===== config.mk =====
export PLATFORM = sky130hd
export DESIGN_NAME = delta_decoder_4bit
export DESIGN_NICKNAME = d
export VERILOG_FILES = /design/src/rtl/delta_decoder_4bit.sv
export SDC_FILE = /design/constraint.sdc
export NUM_CORES = 1
export LEC_CHECK = 0
export ABC_AREA = 1
export CORE_AREA = 4 4 41 43
export CTS_CLUSTER_SIZE = 12
export DETAILED_ROUTE_END_ITERATION = 10
export DIE_AREA = 0 0 45 47
export DONT_BUFFER_PORTS = 1
export PLACE_DENSITY = 0.76
export SLEW_MARGIN = 25
export SYNTH_ARGS = -nofsm -noshare
export SYNTH_HDL_FRONTEND = slang
export SYNTH_SLANG_ARGS = --single-unit

===== constraint.sdc =====
create_clock -name clk -period 1.6 [get_ports clk]
set_input_delay 0.32 -clock clk [delete_from_list [all_inputs] [get_ports clk]]
set_output_delay 0.32 -clock clk [all_outputs]
set_load 0.02 [all_outputs]

===== src/rtl/delta_decoder_4bit.sv =====
// Delta decoder: rebuilds 4-bit samples from (magnitude, sign) deltas against a held reference.
// Optional build macro DELTA_SAT_EN clamps out-of-range results instead of wrapping them.
module delta_decoder_4bit (
  input  logic       clk,
  input  logic       rst_n,
  input  logic       in_valid,
  output logic       in_ready,
  input  logic       in_load,
  input  logic [3:0] in_mag,
  input  logic       in_sign,
  output logic       out_valid,
  input  logic       out_ready,
  output logic [3:0] out_sample,
  output logic       out_ovf,
  output logic       err_nolock
);

  typedef enum logic {IDLE = 1'b0, LOCK = 1'b1} state_t;

  state_t     state;
  logic [3:0] ref_q;
  logic [4:0] r;
  logic       ovf;
  logic [3:0] res;
  logic       accept;

  assign in_ready = !out_valid || out_ready;
  assign accept   = in_valid && in_ready;

  // Subtract uses a sign-extended negation, so bit 4 set means ref < mag (borrow);
  // for an add it is the carry out. A zero-magnitude subtract leaves bit 4 clear.
  always_comb begin
    r = '0;
    if (in_sign) r = {1'b0, ref_q} + {1'b1, ~in_mag} + 5'd1;
    else         r = {1'b0, ref_q} + {1'b0, in_mag};
    ovf = r[4];
`ifdef DELTA_SAT_EN
    res = ovf ? (in_sign ? 4'h0 : 4'hF) : r[3:0];
`else
    res = r[3:0];
`endif
  end

  always_ff @(posedge clk or negedge rst_n) begin
    if (!rst_n) begin
      state      <= IDLE;
      ref_q      <= '0;
      out_valid  <= 1'b0;
      out_sample <= '0;
      out_ovf    <= 1'b0;
      err_nolock <= 1'b0;
    end else if (accept && in_load) begin
      state      <= LOCK;
      ref_q      <= in_mag;
      out_sample <= in_mag;
      out_ovf    <= 1'b0;
      out_valid  <= 1'b1;
    end else if (accept && state == LOCK) begin
      ref_q      <= res;
      out_sample <= res;
      out_ovf    <= ovf;
      out_valid  <= 1'b1;
    end else begin
      // Delta with no reference is swallowed and flagged until reset.
      if (accept) err_nolock <= 1'b1;
      if (out_ready) out_valid <= 1'b0;
    end
  end

endmodule


==> metrics.csv <==
stage,metric,value,unit
status,status,completed,
clock_network,cts_sinks,8,
power_and_ir_drop,power_frac_clock,17.6,%
power_and_ir_drop,p_sw,0.000437,W
route,via_per_inst,5.16,
global_routing,grt_pass1_vias,585,
worst_setup_path,start_kind,flop,
clock_network,cts_max_path_buffers,2,
yosys,synth_area_leader_cell,dfrtp_1,
global_routing,grt_max_degree,9,
worst_hold_path,hold_path_depth,2,
placed_design,placed_area,704,µm²
yosys,ys_types,18,
finish,fillers,123,
power_and_ir_drop,p_comb_share,49.9,%
timing,fin_hold_ws,217,ps
timing,fin_crit,1590,ps
worst_setup_path,r2r-end,out_ovf,
yosys,syn-cell-area,662,µm²
route,vias,568,
power_and_ir_drop,pwr-share-seq,32.5,%
timing,final-hold-violation-count,0,
route,drc,0,
route,finalWirelength,1420,µm
run,drv_cap,0,
worst_hold_path,min_to,ref_q[0],
finish,antenna_cells,0,
power_and_ir_drop,switching_share,44.1,%
timing,fin_crit_sh,99.5,%
finish,drive_above_1_share,24.2,%
finish,mostFrequentLayoutCell,nand2_1,
yosys,synth_top_area_share,30.2,%
worst_setup_path,endpoint_kind,flop,
yosys,syn_nets,106,
floorplanning,dieArea,2120,µm²
clock_network,clock_latency,260,ps
worst_setup_path,crit_type,reg2reg,
route,avgRoutedWirePerCell,12.9,µm
global_routing,antenna_found_initial,0,
worst_setup_path,ff2ff_path_depth,8,
finish,nNetsFinal,116,
finish,layout_common_cells,"nand2_1, inv_1, dfrtp_1",
timing,slew_headroom,74.7,%
route,ant_nets,0,
power_and_ir_drop,p_per_area,1260,nW/µm²
clock_network,cts_made_buffers,3,
worst_setup_path,regToRegSetupSlack,7,ps
clock_network,cts_root_buf,clkbuf_4,
global_routing,track_usage,14.7,%
placed_design,port_buffers,0,
finish,syn_to_final_growth,19.1,%
global_routing,grt.overflow.total,0,
yosys,synth.area.top_cells,"dfrtp_1, ha_1, nand2_1",
timing,setup_violations,0,
placed_design,dp_hpwl,1090,µm
finish,final_area,788,µm²
global_routing,grt_pass1_wl,2300,µm
clock_network,clk_pin_slew,60,ps
placed_design,gp_congestion,0.791,
floorplanning,die_h,47,µm
timing,timing.fmax,628,MHz
yosys,netlist_instances,86,
yosys,seq_area_frac_synth,30.2,%
clock_network,htreeDepth,1,
worst_setup_path,crit_arrival,1750,ps
timing,skew,2.79,ps
clock_network,tritoncts,done,
worst_setup_path,cp.required,1760,ps
yosys,synth_area_per_cell,7.70,µm²
worst_hold_path,min-delay-start,in_mag[0],
worst_setup_path,regToRegStartpoint,ref_q[0],
timing,slew_viol_final,0,
yosys,synth_warnings,0,
floorplanning,ios,18,
floorplanning,start_util,50.9,%
floorplanning,die-width,45,µm
route,drtIter0Drc,10,
power_and_ir_drop,p_int,0.000554,W
route,first_pass_iters,4,
worst_hold_path,hold_class,in2reg,
floorplanning,core-area,1300,µm²
power_and_ir_drop,power.leakage,0.423,nW
floorplanning,fp-row-count,13,
timing,rsz0062_at_grt,true,
timing,tns,0,ps
worst_setup_path,cp_max_fo,3,
yosys,ys_seq_elements,8,
timing,tightest_slew,378,ps
power_and_ir_drop,max-vdd-ir-drop,0.714,mV
==> cells by family (layout without fill, tap and decap cells) <==
group | after synthesis | after routing | synth area share, %
simple gates | 37 | 37 | 24.4
compound gates | 15 | 15 | 14.0
buf+inv | 15 | 24 | 8.89
fa+ha+maj | 10 | 10 | 21.2
flops | 8 | 8 | 30.2
xor+xnor | 1 | 1 | 1.32
==> repair_timing <==
item | in CTS | in global routing
buffers inserted | 1 | 0
endpoints found under the setup margin | 3 | 3
gates resized for setup | 2 | 10
hold endpoints to repair | 8 | 0
pin swaps | 2 | 3
gates cloned | 0 | 0
hold buffers | 1 | 0
==> worst max-delay path: stages, from the launching register on <==
cell	delay (ps)
dfrtp_2	430
ha_4	170
fa_2	340
a21oi_2	130
nor2_1	50
nor3_1	190
nor2_1	60
nand2_1	60
nand2_1	50
==> layer usage <==
layer	wire length [µm]	vias to the layer above	track usage (%)
li1	-	287	-
met1	648	261	19.1
met2	653	18	22.6
met3	113	2	5.36
met4	4	0	5.26
met5	0	-	0
==> state kept, by name, summed over array words and instances, names as in the netlist <==
name and count:
out_valid 1, out_ovf 1, state 1, ref_q 4, err_nolock 1
==> metrics by stage <==
stage               utilization, %  instances  total power [W]  worst slack, ps
finish                        60.6        110         0.000991             7.28
global route                  60.6        110          0.00107            -40.9
CTS                           57.7        110         0.000944            -1.09
detailed placement            54.1        104         0.000750            -12.2
global placement              54.1        104         0.000734             34.4
floorplan                        -         86         0.000638             20.8
==> synthesized netlist by cell type <==
master and number:
dfrtp_1 8, ha_1 8, inv_2 1, nand2_1 24, nor2_1 6, o21ai_0 4, a21boi_4 1, a31o_2 1
nand2_4 2, xor2_1 1, a21oi_1 4, nand3_1 3, nand2_2 1, fa_1 2, nor3_1 1, o21ai_1 5
inv_4 1, inv_1 13
==> layout make-up <==
class	count	area, µm²	share of cell area (%)
Timing Repair Buffer	5	40.0	5.08
Tap cell	15	18.8	2.38
Inverter	15	58.8	7.46
Multi-Input combinational cell	63	443	56.2
Sequential cell	8	201	25.6
Clock buffer	4	26.3	3.33
==> power by group through the flow <==
| stage | registers (W) | clock network [W] | logic [W] |
|---|---|---|---|
| 2_1_floorplan | 0.000349 | 0 | 0.000289 |
| 3_3_place_gp | 0.000318 | 0 | 0.000416 |
| 3_5_place_dp | 0.000321 | 0 | 0.000429 |
| 4_1_cts | 0.000318 | 0.000178 | 0.000449 |
| 5_1_grt | 0.000331 | 0.000190 | 0.000553 |
| 6_report | 0.000322 | 0.000174 | 0.000494 |
==> worst max-delay path by stage <==
stage | end | slack (ps) | start
6_report | out_ovf | 7 | ref_q[0]
5_1_grt | out_ovf | -40 | ref_q[0]
4_1_cts | ref_q[2] | -1 | ref_q[0]
3_5_place_dp | ref_q[2] | -10 | ref_q[0]
3_3_place_gp | ref_q[2] | 30 | ref_q[0]
2_1_floorplan | out_ovf | 20 | ref_q[0]
(Power assumes the default switching activity.)
